## src/rtl/store_unit.sv

```systemverilog
// Store path: classifies and lane-aligns store requests, queues them in a small
// FIFO that drains into DMEM, and owns the CoreMark cycle counter behind TIMER_ADDR.
module store_unit #(
  parameter int unsigned BUF_DEPTH  = 2,
  parameter logic [31:0] TIMER_ADDR = 32'h0000FFFF
) (
  input  logic        clk,
  input  logic        rst_n,
  input  logic        st_valid,
  output logic        st_ready,
  input  logic [31:0] st_addr,
  input  logic [31:0] st_data,
  input  logic [2:0]  st_funct3,
  output logic [31:0] dmem_addr,
  output logic [31:0] dmem_wdata,
  output logic [3:0]  dmem_we,
  input  logic        dmem_ready,
  output logic        st_fault,
  output logic        buf_empty,
  output logic [31:0] coremark_count
);

  localparam int unsigned PW = (BUF_DEPTH > 2) ? $clog2(BUF_DEPTH) : 1;
  localparam logic [2:0] F3_SB = 3'b000;
  localparam logic [2:0] F3_SH = 3'b001;
  localparam logic [2:0] F3_SW = 3'b010;
  localparam logic [PW-1:0] PTR_ONE = 1;
  localparam logic [PW:0]   OCC_ONE = 1;

  logic [31:0]   addr_mem [BUF_DEPTH];
  logic [31:0]   data_mem [BUF_DEPTH];
  logic [3:0]    we_mem   [BUF_DEPTH];
  logic [PW-1:0] wr_ptr_reg, rd_ptr_reg;
  logic [PW:0]   occ_reg;
  logic          fault_reg;
  logic          running_reg;
  logic [31:0]   count_reg;

  logic        is_timer, illegal, misaligned, accept, push, pop, full, empty;
  logic [1:0]  off;
  logic [31:0] ent_wdata;
  logic [3:0]  ent_we;

  assign off        = st_addr[1:0];
  assign is_timer   = (st_addr == TIMER_ADDR);
  assign illegal    = !(st_funct3 == F3_SB || st_funct3 == F3_SH || st_funct3 == F3_SW);
  assign misaligned = (st_funct3 == F3_SH && off[0]) || (st_funct3 == F3_SW && off != 2'b00);

  // Depth is a power of two, so the occupancy MSB alone marks a full buffer.
  assign full     = occ_reg[PW];
  assign empty    = (occ_reg == '0);
  assign st_ready = is_timer || !full;
  assign accept   = st_valid && st_ready;
  assign push     = accept && !is_timer && !illegal && !misaligned;
  assign pop      = !empty && dmem_ready;

  always_comb begin
    ent_wdata = st_data;
    ent_we    = 4'b1111;
    case (st_funct3)
      F3_SB: begin
        ent_wdata = {4{st_data[7:0]}};
        ent_we    = 4'b0001 << off;
      end
      F3_SH: begin
        ent_wdata = {2{st_data[15:0]}};
        ent_we    = 4'b0011 << off;
      end
      default: begin
        ent_wdata = st_data;
        ent_we    = 4'b1111;
      end
    endcase
  end

  // Storage has no reset; occupancy alone decides whether an entry is valid.
  always_ff @(posedge clk) begin
    if (push) begin
      addr_mem[wr_ptr_reg] <= {st_addr[31:2], 2'b00};
      data_mem[wr_ptr_reg] <= ent_wdata;
      we_mem[wr_ptr_reg]   <= ent_we;
    end
  end

  always_ff @(posedge clk or negedge rst_n) begin
    if (!rst_n) begin
      wr_ptr_reg <= '0;
      rd_ptr_reg <= '0;
      occ_reg    <= '0;
      fault_reg  <= 1'b0;
    end else begin
      if (push) wr_ptr_reg <= wr_ptr_reg + PTR_ONE;
      if (pop)  rd_ptr_reg <= rd_ptr_reg + PTR_ONE;
      if (push && !pop)      occ_reg <= occ_reg + OCC_ONE;
      else if (pop && !push) occ_reg <= occ_reg - OCC_ONE;
      fault_reg <= accept && !is_timer && (illegal || misaligned);
    end
  end

  // Increment uses the running state from before this edge; a clear wins.
  always_ff @(posedge clk or negedge rst_n) begin
    if (!rst_n) begin
      running_reg <= 1'b0;
      count_reg   <= '0;
    end else begin
      if (accept && is_timer && st_data[1]) count_reg <= '0;
      else if (running_reg)                 count_reg <= count_reg + 32'd1;
      if (accept && is_timer) running_reg <= st_data[0];
    end
  end

  assign dmem_addr      = empty ? 32'd0 : addr_mem[rd_ptr_reg];
  assign dmem_wdata     = empty ? 32'd0 : data_mem[rd_ptr_reg];
  assign dmem_we        = empty ? 4'd0  : we_mem[rd_ptr_reg];
  assign st_fault       = fault_reg;
  assign buf_empty      = empty;
  assign coremark_count = count_reg;

endmodule
```

## config.mk

```make
export PLATFORM = sky130hd
export DESIGN_NAME = store_unit
export DESIGN_NICKNAME = d
export VERILOG_FILES = /design/src/rtl/store_unit.sv
export SDC_FILE = /design/constraint.sdc
export NUM_CORES = 1
export LEC_CHECK = 0
export ABC_AREA = 1
export BUFFER_PORTS_ARGS = -buffer_cell sky130_fd_sc_hd__buf_4
export CORE_ASPECT_RATIO = 0.5
export CORE_MARGIN = 4
export CORE_UTILIZATION = 40
export CTS_CLUSTER_DIAMETER = 150
export DETAILED_ROUTE_END_ITERATION = 7
export GPL_ROUTABILITY_DRIVEN = 1
export PLACE_DENSITY_LB_ADDON = 0.2
export SYNTH_ARGS = -nofsm -noshare
export SYNTH_HDL_FRONTEND = slang
export SYNTH_SLANG_ARGS = --single-unit
```

## constraint.sdc

```tcl
create_clock -name clk -period 3.8 [get_ports clk]
set_input_delay 0.38 -clock clk [delete_from_list [all_inputs] [get_ports clk]]
set_output_delay 0.38 -clock clk [all_outputs]
set_load 0.05 [all_outputs]
```

# Yosys cells after proc, flatten, opt, wreduce, memory -nomap -nowiden
# Memories as Yosys holds them, arrays and structs flattened.
# Index checks and enable logic that the tools add are counted.
# totals
register_bits,38
ramBits,132
inputBits,71
output_inout_bits,103
word_cells,59
memories,3
# op_classes
n_addsub,5
n_eq_ne,3
shifts,2
mux,11
reduce_logical,29
# mem_list
name,depth,width,read_ports,rd_clocked_by_memory_dff,wr,line,text
data_mem,2,32,1,0,1,31,logic [31:0] data_mem [BUF_DEPTH];
addr_mem,2,30,1,0,1,30,logic [31:0] addr_mem [BUF_DEPTH];
we_mem,2,4,1,0,1,32,logic [3:0] we_mem [BUF_DEPTH];
# op_table
operator,count
$mux 32,4
$pmux 32 s2,1
$add 32x1->32 const B,1
$eq 32x16->1 const B,1
$logic_and 1x1->1,12
$pmux 4 s2,1
$logic_not 1->1,7
$reduce_bool 2->1,3
$logic_or 1x1->1,5
$mux 2,2
$mux 4,1
$shl 1x2->4 const A,1
$shl 2x2->4 const A,1
$eq 3x1->1 const B,1
$eq 3x2->1 const B,1
$logic_not 3->1,1
$add 1x1->1 const B,2
$add 2x1->2 const B,1
$logic_not 2->1,1
$mux 1,2
$sub 2x1->2 const B,1

# Depth between registers and ports, before layout
# Gate-level depths: netlist of run 1.
# depth
depth_word,10
mapped_depth,12
depth_no_buf,12

# Least setup slack after synthesis of run 1
# OpenSTA, ideal clock, no wires.
# synth_timing
path_type,input to register
from,input port st_funct3[1]
to,memory addr_mem[0][0] (netlist bit) (enable)
setup_ns,0.492
t_arrival_ns,3.817
required_ns,3.308
setup_slack_ns,-0.508
cell_stages,7
path_buffers,1
cell_sequence,or2_1 buf_2 nand2_1 nand2_1 inv_2 nand3_2 nor2_1
# synth_via
elab_chain_cells,7
word_cells_on_any_way,13
cone_classes,2 x eq/ne; 2 x mux; 9 x reduce/logical
# synth_rtl
item,line,text
from (decl),13,"input logic [2:0] st_funct3,"
$eq 3x1->1 (tied with other cells),"46, 47",
$logic_or 1x1->1 or $logic_and 1x1->1 (tied branches),"46, 47",
"$logic_or 1x1->1, on equally long branches","46, 47",
$logic_and 1x1->1 or $logic_not 1->1 (tied branches),54,assign push = accept && !is_timer && !illegal && !misaligned;
$logic_and 1x1->1 *,54,
$mux 1 *,78,if (push) begin
$mux 1 (implied by the code) *,79,"addr_mem[wr_ptr_reg] <= {st_addr[31:2], 2'b00};"
to (decl),30,
# Every way passes the cells marked *; elsewhere a longest branch is shown, timed or not.

# Worst setup path in the final report of run 1
# layout_timing
from,register rd_ptr_reg
to,output port dmem_addr[31]
# layout_via
elab_chain_cells,2
# layout_rtl
item,line,text
from (decl),33,"logic [PW-1:0] wr_ptr_reg, rd_ptr_reg;"
from (signal assigned),93,if (pop) rd_ptr_reg <= rd_ptr_reg + PTR_ONE;
$mem_v2 2x30,n/a,
$mux 32,112,assign dmem_addr = empty ? 32'd0 : addr_mem[rd_ptr_reg];
to (decl),14,"output logic [31:0] dmem_addr,"
# No other way between the ends.

==> results of run 1 <==
## power breakdown
group          switching [mW]  internal, mW  total [mW]
clock network           0.803          1.00        1.80
registers              0.0473          2.14        2.18
logic                    2.38         0.824        3.20
total                    3.23          3.96        7.19
## layer usage
layer | vias to the layer above | wire length (um) | GRT usage, %
li1 | 3141 | - | -
met1 | 3076 | 9430 | 25.0
met2 | 141 | 10900 | 33.1
met3 | 14 | 1050 | 4.66
met4 | 0 | 164 | 4.29
met5 | - | 0 | 0
## final timing paths
check	end	from	slack (ns)
worst max-delay path	dmem_addr[31]	rd_ptr_reg	1.12
worst min-delay path	addr_mem[1][0]	st_addr[2]	0.15
worst max register to register	data_mem[0][4]	occ_reg[1]	1.72
worst min register to register	wr_ptr_reg	wr_ptr_reg	0.56
max in group asynchronous	rd_ptr_reg	rst_n	2.92
min in group asynchronous	coremark_count[30]	rst_n	0.47
## kinds of logic after synthesis
family	after synthesis
buf+inv	100
compound gates	100
other cells	1
flops	170
xor+xnor	9
fa+ha+maj	2
simple gates	463
## Yosys cell counts
library cell | n | area [sq um]
o211ai_1 | 4 | 30.0
nor3_1 | 4 | 20.0
o21bai_1 | 3 | 22.5
o21ai_1 | 1 | 5.00
nor3_2 | 1 | 10.0
nor2_1 | 87 | 327
clkinv_1 | 3 | 11.3
nand2_2 | 4 | 25.0
nor2_4 | 7 | 78.8
edfxtp_1 | 132 | 3960
nand3b_1 | 3 | 22.5
dfrtp_1 | 38 | 951
a21oi_1 | 70 | 350
nor2_2 | 8 | 50.1
xor2_1 | 7 | 61.3
o21ai_0 | 19 | 95.1
nand3_1 | 30 | 150
buf_2 | 8 | 40.0
inv_1 | 55 | 206
nand4_4 | 1 | 21.3
buf_1 | 8 | 30.0
o211ai_2 | 2 | 25.0
nand3b_2 | 1 | 11.3
nand3_2 | 6 | 60.1
buf_4 | 2 | 15.0
buf_6 | 2 | 22.5
nand4_1 | 17 | 106
or2_2 | 2 | 12.5
clkbuf_1 | 12 | 45.0
xnor2_1 | 2 | 17.5
a21o_1 | 1 | 7.51
conb_1 | 1 | 3.75
inv_2 | 10 | 37.5
or2_1 | 2 | 12.5
nand2_1 | 290 | 1090
ha_1 | 2 | 25.0
## layout make-up
type,count,area share [%]
Inverter,68,2.51
Sequential cell,170,48.3
Timing Repair Buffer,182,13.7
Clock buffer,17,4.18
Tap cell,266,3.27
Clock inverter,15,1.81
Multi-Input combinational cell,576,26.2
## worst max-delay path: stages (launching register included)
cell	delay, ns
dfrtp_2	0.40
inv_2	0.61
buf_4	0.32
nand2_1	0.06
a21oi_1	0.21
buf_4	0.24
## what timing repair did
item / CTS / global route
endpoints found under the hold margin: 38 / 0
resized for setup: 0 / 0
hold buffers: 1 / 0
## metrics by stage
stage | power (mW) | area (sq um) | instances | hold slack [ns] | setup slack, ns
final | 7.19 | 10200 | 1294 | 0.151 | 1.12
after global routing | 7.50 | 10200 | 1294 | 0.126 | 0.963
after CTS | 7.27 | 10200 | 1294 | 0.130 | 1.08
after detailed placement | 5.46 | 9550 | 1261 | 0.400 | 1.37
after global placement | 5.45 | 9550 | 1261 | 0.400 | 1.42
after floorplan | 4.39 | 7970 | 846 | 0.0844 | 0.599
==> results.md, run 1 <==
- Status: finished, final reports clean
- First-pass GRT wire length: 33.6 mm
- Worst Max-Slew Pin Slew: 0.856 ns
- Starting Density: 40.8%
- Type of destination of the critical path: output pin
- Worst Hold Class: in -> reg
- Routed len/inst: 16.6 um
- Final net count: 1088
- Synthesized area per cell: 9.42 sq um
- Post-Synthesis Cells: 845
- Unrepaired setup endpoints after global routing: no
- Synth-to-layout area growth: 27.8%
- FF+latch area: 0.00492 sq mm
- Die H: 108 um
- Largest net degree at the start of global routing: 67
- Fill count: 1792
- Bufs on Longest Clock Path: 2
- Slew Viols, Final: 0
- XOR/XNOR share of the synthesized area: 0.990%
- Antenna violations before repair: 0
- Clk_lat worst skew: 0.43 ns
- Fmax: 373 MHz
- Horiz. Die Dim: 208 um
- Endpoints failing setup: 0
- Leak pwr: 4.29 nW
- Fraction of layout cells with a size suffix above 1: 25.2%
- Relative slew slack: 42.8%
- Cell Rows: 36
- Via-to-Cell Ratio: 4.92
- Vias: 6372
- Reg with most FFs: data_mem
- Final hold viol count: 0
- Synth Area in Compound Gates: 6.73%
- Gpl congestion: 0.841
- Post-synthesis cell type count: 36
- Root buffer cell: clkbuf_16
- Routed WL: 21.5 mm
- Maximum Capacitance Violations: 0
- Core ar.: 0.0195 sq mm
- TritonRoute pass-1 iters: 4
- Postcts setup bufs: 0
- Worst R2R Path Depth: 4
- Main combinational cell family by area after synthesis: simple AND/OR/NAND/NOR gates
- Synthesis Warnings: 0
- CTS tree: built
- ANT nets after route: 0
- Most frequent cells in the layout: nand2_1 (290), buf_4 (179), edfxtp_1 (132)
- Worst-path clk slew: 0.07 ns
- DRC violations left: 0
- Hold Path Stages: 1
- Synth Area in Adders: 0.314%
- Tcrit/Tclk final: 70.6%
- # clock sinks: 170
- CP Launch Type: register
- Commonest non-fill, non-tap cell in the layout: nand2_1
- Synthesized cell area: 0.00796 sq mm
- Initial drt markers: 378
- Critical Path RT: 3.42 ns
- Hpwl dp: 14.8 mm
- Pwr/cell area: 707 mW/mm^2
- Area of the multi-input gates: 0.00267 sq mm
- Number of buffers created by CTS: 17
- Grt ovf: 0
- I/O pins: 174
- Worst EP arrival: 2.30 ns
- Worst-path fanout max: 45
- H-tree lvl count: 4
- Clock skew: 0.00902 ns
- Peak supply drop: 0.000412 V
- Register area share after synthesis: 61.7%
- Setup_tns: 0 ns
- Largest register FFs: 64
- FF+latch count, synth: 170
- Tmin final: 2.68 ns
- Tot GR Track Use: 19.2%
- I/O Buffers: 171
- Post-synthesis mux area share: 0%
- Synth Area in Simple Gates: 25.1%
- Worst Path Class, Setup: reg -> out
- Util after Layout: 52.2%
- N_diodes: 0
- Full die area: 0.0224 sq mm
- Vias in the first global route: 6120
Power figures use the tool's default switching activity.
==> inputs of run 2 (changes only) <==
==> constraint.sdc (replaced) <==
create_clock -name clk -period 2.5 [get_ports clk]
set_input_delay 0.25 -clock clk [delete_from_list [all_inputs] [get_ports clk]]
set_output_delay 0.25 -clock clk [all_outputs]
set_load 0.05 [all_outputs]
==> results.md, run 2 (synthesized netlist as in run 1, its figures left out) <==
- Endpoints failing setup: 0 (unchanged)
- I/O Buffers: 171 (unchanged)
- Worst R2R Path Depth: 4 (unchanged)
- TritonRoute pass-1 iters: 4 (unchanged)
- First-pass GRT wire length: 33.6 mm (+0.25%)
- Leak pwr: 4.33 nW (+0.79%)
- Status: finished, final reports clean
- Worst-path clk slew: 0.07 ns (about the same)
- Final hold viol count: 0 (unchanged)
- Reg with most FFs: data_mem
- Peak supply drop: 0.000662 V (+61%)
- # clock sinks: 170 (unchanged)
- Gpl congestion: 0.846 (+0.54%)
- Vias in the first global route: 6196 (+1.2%)
- Switching Fraction: 45.2% (+0.32 points)
- Full die area: 0.0224 sq mm (unchanged)
- Fraction of layout cells with a size suffix above 1: 25.4% (+0.22 points)
- Routed WL: 21.3 mm (-1.0%)
- Cell Rows: 36 (unchanged)
- Relative slew slack: 65.4% (+23 points)
- Root buffer cell: clkbuf_16
- Synth-to-layout area growth: 28.9%
- Fmax: 455 MHz
- Unrepaired setup endpoints after global routing: no
- Pwr/cell area: 1060 mW/mm^2 (+51%)
- Hold Path Stages: 1 (unchanged)
- Worst Max-Slew Pin Slew: 0.519 ns (-0.338 ns)
- Hpwl dp: 14.9 mm (+0.52%)
- CTS tree: built
- Type of destination of the critical path: output pin
- Clock skew: 0.0117 ns (+0.00264 ns)
- Slew Viols, Final: 0 (unchanged)
- Pint: 5.99 mW (+51%)
- Switch Pwr: 4.95 mW (+53%)
- Antenna violations before repair: 0 (unchanged)
- H-tree lvl count: 4 (unchanged)
- Vias: 6424 (+0.82%)
- Critical Path RT: 2.25 ns (-1.17 ns)
- Horiz. Die Dim: 208 um (unchanged)
- Largest register FFs: 64 (unchanged)
- N_diodes: 0 (unchanged)
- DRC violations left: 0 (unchanged)
- Bufs on Longest Clock Path: 2 (unchanged)
- Tcrit/Tclk final: 87.8%
- Tmin final: 2.20 ns
- Die H: 108 um (unchanged)
- I/O pins: 174 (unchanged)
- Util after Layout: 52.6% (+0.48 points)
- Grt ovf: 0 (unchanged)
- Worst R2R End: data_mem[0][28]
- Combinational share of power: 45.3% (+0.8 points)
- Routed len/inst: 16.4 um (-1.6%)
- Maximum Capacitance Violations: 0 (unchanged)
- Starting Density: 40.8% (unchanged)
- Clock network power share: 24.3% (-0.8 points)
- Fill count: 1768 (-1.3%)
- Worst R2R Setup Slack: 0.74 ns (-0.98 ns)
- Via-to-Cell Ratio: 4.94 (+0.27%)
- Worst Path Class, Setup: reg -> out
- Number of buffers created by CTS: 17 (unchanged)
- Final net count: 1095 (+0.64%)
- Core ar.: 0.0195 sq mm (unchanged)
- Worst Hold Class: in -> reg
- Hold endpoint: addr_mem[1][15]
- Most frequent cells in the layout: nand2_1 (290), buf_4 (179), edfxtp_1 (132)
- Flop pwr share: 30.4% (about the same)
- Initial drt markers: 384 (+1.6%)
- Worst EP arrival: 1.95 ns (-0.35 ns)
- Largest net degree at the start of global routing: 67 (unchanged)
- Worst-path fanout max: 21 (-53%)
- Clk_lat worst skew: 0.43 ns (about the same)
- Min-delay src: st_addr[17]
- Tot GR Track Use: 19.0% (-0.17 points)
- Placement Setup Slack: 0.463 ns (-0.907 ns)
- Reg2Reg Launch Point: occ_reg[1]
- CP Launch Type: register
- Postcts setup bufs: 0 (unchanged)
- Commonest non-fill, non-tap cell in the layout: nand2_1
- ANT nets after route: 0 (unchanged)
- Fin worst setup slack: 0.304 ns (-0.815 ns)
[run 2: how the worst max path moves through the flow]
stage,startpoint,end,slack [ns],cells past startpoint
4_1_cts,rd_ptr_reg,dmem_addr[7],0.26,5
2_1_floorplan,st_funct3[1],addr_mem[0][0],-0.57,7
3_5_place_dp,st_addr[27],occ_reg[1],0.46,11
3_3_place_gp,st_addr[27],occ_reg[1],0.54,11
6_report,rd_ptr_reg,dmem_addr[7],0.30,5
5_1_grt,rd_ptr_reg,dmem_addr[4],0.20,5
[run 2: power by group through the flow]
stage | combinational, mW | clock [mW] | sequential (mW)
floorplan | 3.30 | 0 | 3.38
global placement | 4.96 | 0 | 3.38
detailed placement | 4.99 | 0 | 3.39
CTS | 5.00 | 2.70 | 3.33
global route | 5.24 | 2.82 | 3.34
finish | 4.95 | 2.65 | 3.32
[run 2: through the flow]
step	area, sq um	hold WS (ns)	setup TNS, ns	total power [mW]	cells
floorplan	7970	-0.0456	-74.53	6.67	846
global placement	9650	0.268	0	8.34	1266
detailed placement	9650	0.263	0	8.37	1266
CTS	10300	0.00247	0	11.0	1301
global route	10300	0.00610	0	11.4	1301
finish	10300	0.0228	0	10.9	1301
[run 2: layout make-up]
cell class / instances / area, sq um / area share [%]
tap: 266 / 333 / 3.24
multi-input combinational: 576 / 2670 / 26.0
inverter: 68 / 255 / 2.49
clock buffer: 18 / 429 / 4.18
timing repair buffer: 189 / 1510 / 14.7
clock inverter: 14 / 154 / 1.50
sequential: 170 / 4920 / 47.9
[run 2: worst max-delay path: stages (launching register included)]
cell and delay (ns):
dfrtp_2 0.43, inv_2 0.21, buf_4 0.33, nand2_1 0.08
a21oi_1 0.22, buf_4 0.25
[run 2: layer usage]
layer  GRT usage [%]  wire length [um]  up-vias
met5               0                 0        -
met4            3.39               166        0
met3            4.48              1030       13
met2            32.1             10500      152
met1            25.7              9610     3114
li1                -                 -     3145
[run 2: timing repair]
item / CTS / global route
resized for setup: 0 / 0
hold buffers: 3 / 0
endpoints found under the hold margin: 42 / 0
==> inputs of run 3 (changes only) <==
--- a/config.mk
+++ b/config.mk
@@ -13,7 +13,7 @@
 export CTS_CLUSTER_DIAMETER = 150
 export DETAILED_ROUTE_END_ITERATION = 7
 export GPL_ROUTABILITY_DRIVEN = 1
-export PLACE_DENSITY_LB_ADDON = 0.2
+export HOLD_SLACK_MARGIN = 0.02
 export SYNTH_ARGS = -nofsm -noshare
 export SYNTH_HDL_FRONTEND = slang
 export SYNTH_SLANG_ARGS = --single-unit
==> constraint.sdc (replaced) <==
create_clock -name clk -period 2.3 [get_ports clk]
set_input_delay 0.23 -clock clk [delete_from_list [all_inputs] [get_ports clk]]
set_output_delay 0.23 -clock clk [all_outputs]
set_load 0.05 [all_outputs]
==> results.md, run 3 (synthesized netlist as in run 1, its figures left out) <==
- Worst Hold Class: in -> reg
- Starting Density: 40.8% (unchanged)
- First-pass GRT wire length: 35.6 mm (+5.7%)
- Hpwl dp: 15.1 mm (+1.7%)
- Maximum Capacitance Violations: 0 (unchanged)
- Clock skew: 0.00782 ns (-0.00385 ns)
- CTS tree: built
- Critical path's slowest cell: dfrtp_2
- Number of buffers created by CTS: 17 (unchanged)
- Slew Viols, Final: 0 (unchanged)
- Via-to-Cell Ratio: 4.95 (+0.19%)
- Vias: 6634 (+3.3%)
- Final net count: 1135 (+3.7%)
- Peak supply drop: 0.000716 V (+8.2%)
- Type of destination of the critical path: output pin
- N_diodes: 0 (unchanged)
- Core ar.: 0.0195 sq mm (unchanged)
- Critical Path RT: 2.07 ns (-0.18 ns)
- Worst-path fanout max: 16 (-24%)
- Tcrit/Tclk final: 95.4%
- FF+latch area: 0.00492 sq mm (unchanged)
- Placement Setup Slack: 0.270 ns (-0.193 ns)
- Fmax: 456 MHz
- Cell Chain, Critical Path: inv_6, buf_4, nand2_1, a21oi_1, buf_4
- Tmin final: 2.19 ns
- Routed WL: 22.3 mm (+4.5%)
- Commonest non-fill, non-tap cell in the layout: nand2_1
- Status: finished, final reports clean
- CP Launch Type: register
- H-tree lvl count: 4 (unchanged)
- Grt ovf: 0 (unchanged)
- Worst R2R Setup Slack: 0.60 ns (-0.14 ns)
- Cell Rows: 36 (unchanged)
- Endpoints failing setup: 0 (unchanged)
- Horiz. Die Dim: 208 um (unchanged)
- Unrepaired setup endpoints after global routing: yes
- Tot GR Track Use: 20.1% (+1.1 points)
- Worst EP arrival: 1.96 ns (about the same)
- Antenna violations before repair: 0 (unchanged)
- DRC violations left: 0 (unchanged)
- Final hold viol count: 0 (unchanged)
- Worst Max-Slew Pin Slew: 0.513 ns (-0.00585 ns)
- Reg with most FFs: data_mem
- Worst Path Class, Setup: reg -> out
- TritonRoute pass-1 iters: 5 (+1)
- Most frequent cells in the layout: nand2_1 (290), buf_4 (186), edfxtp_1 (132)
- Gpl congestion: 0.843 (-0.28%)
- Initial drt markers: 377 (-1.8%)
- Fill count: 1751 (-0.96%)
- I/O Buffers: 171 (unchanged)
- Relative slew slack: 65.7% (+0.32 points)
- Vias in the first global route: 6466 (+4.4%)
- Leak pwr: 4.48 nW (+3.6%)
- ANT nets after route: 0 (unchanged)
- I/O pins: 174 (unchanged)
- Hold_ws: 0.105 ns (+0.0827 ns)
- Die H: 108 um (unchanged)
- CP dominant cell by count: buf_4
- Clk_lat worst skew: 0.43 ns (about the same)
- Full die area: 0.0224 sq mm (unchanged)
- Worst-path clk slew: 0.07 ns (about the same)
- Routed len/inst: 16.6 um (+1.4%)
- Area of the multi-input gates: 0.00267 sq mm (+0.28%)
- Fin worst setup slack: 0.105 ns (-0.199 ns)
- Bufs on Longest Clock Path: 2 (unchanged)
- Largest register FFs: 64 (unchanged)
- Fraction of layout cells with a size suffix above 1: 24.9% (-0.48 points)
- Pwr/cell area: 1120 mW/mm^2 (+5.6%)
- Largest net degree at the start of global routing: 68 (+1.5%)
- CP max stage delay: 0.54 ns (+0.11 ns)
- Root buffer cell: clkbuf_16
- Synth-to-layout area growth: 33.5%
- # clock sinks: 170 (unchanged)
-- run 3: final timing paths --
path,cells past startpoint,endpoint,from
hold reg to reg,2,wr_ptr_reg,wr_ptr_reg
max in group asynchronous,2,rd_ptr_reg,rst_n
setup reg to reg,10,coremark_count[12],coremark_count[0]
hold / removal,3,data_mem[1][18],st_data[18]
setup / recovery,5,dmem_addr[7],rd_ptr_reg
min in group asynchronous,2,coremark_count[24],rst_n
-- run 3: routing by layer --
metal / routed length, um / vias up / global-route usage (%) / part of all wire (%)
met1: 9910 / 3192 / 27.2 / 45
li1: - / 3226 / - / -
met5: 0 / - / 0 / 0
met2: 10700 / 186 / 32.7 / 48
met3: 1250 / 30 / 4.89 / 5.6
met4: 355 / 0 / 5.75 / 1.6
-- run 3: layout make-up --
cell class | instances | area share [%]
repair buffers | 229 | 17.5
inverters | 68 | 2.45
well taps | 266 | 3.13
flip-flops and latches | 170 | 46.3
clock buffers | 17 | 4.00
multi-input cells | 576 | 25.1
clock inverters | 15 | 1.52
-- run 3: where the power goes --
| part | internal [mW] | leakage [nW] | total [mW] | switching (mW) |
|---|---|---|---|---|
| registers | 3.53 | 1.65 | 3.65 | 0.120 |
| clock network | 1.62 | 0.279 | 2.90 | 1.28 |
| logic | 1.45 | 2.55 | 5.41 | 3.95 |
-- run 3: worst max-delay path: cells and delay by family, from the launching register on --
family	cells	cell delay, ns
DFF	1	0.54
AOI/OAI and AO/OA	1	0.23
and+or+nand+nor	1	0.07
buffers and inverters	3	0.70
-- run 3: timing repair --
action	4_1_cts	5_1_grt
endpoints found under the hold margin	111	0
hold buffers	38	0
setup endpoints to repair	2	2
pin swaps	0	1
resized for setup	1	3
buffers inserted	0	2
-- run 3: metrics by stage --
stage          TNS [ns]  std cells  area [sq um]  util, %  total power [mW]
6_report              0       1341         10600     54.5              12.0
5_1_grt         -0.0112       1341         10600     54.5              12.5
4_1_cts               0       1339         10600     54.4              12.0
3_5_place_dp          0       1269          9630     49.4              9.10
3_3_place_gp          0       1269          9630     49.4              9.08
2_1_floorplan   -0.0608        846          7990        -              7.26
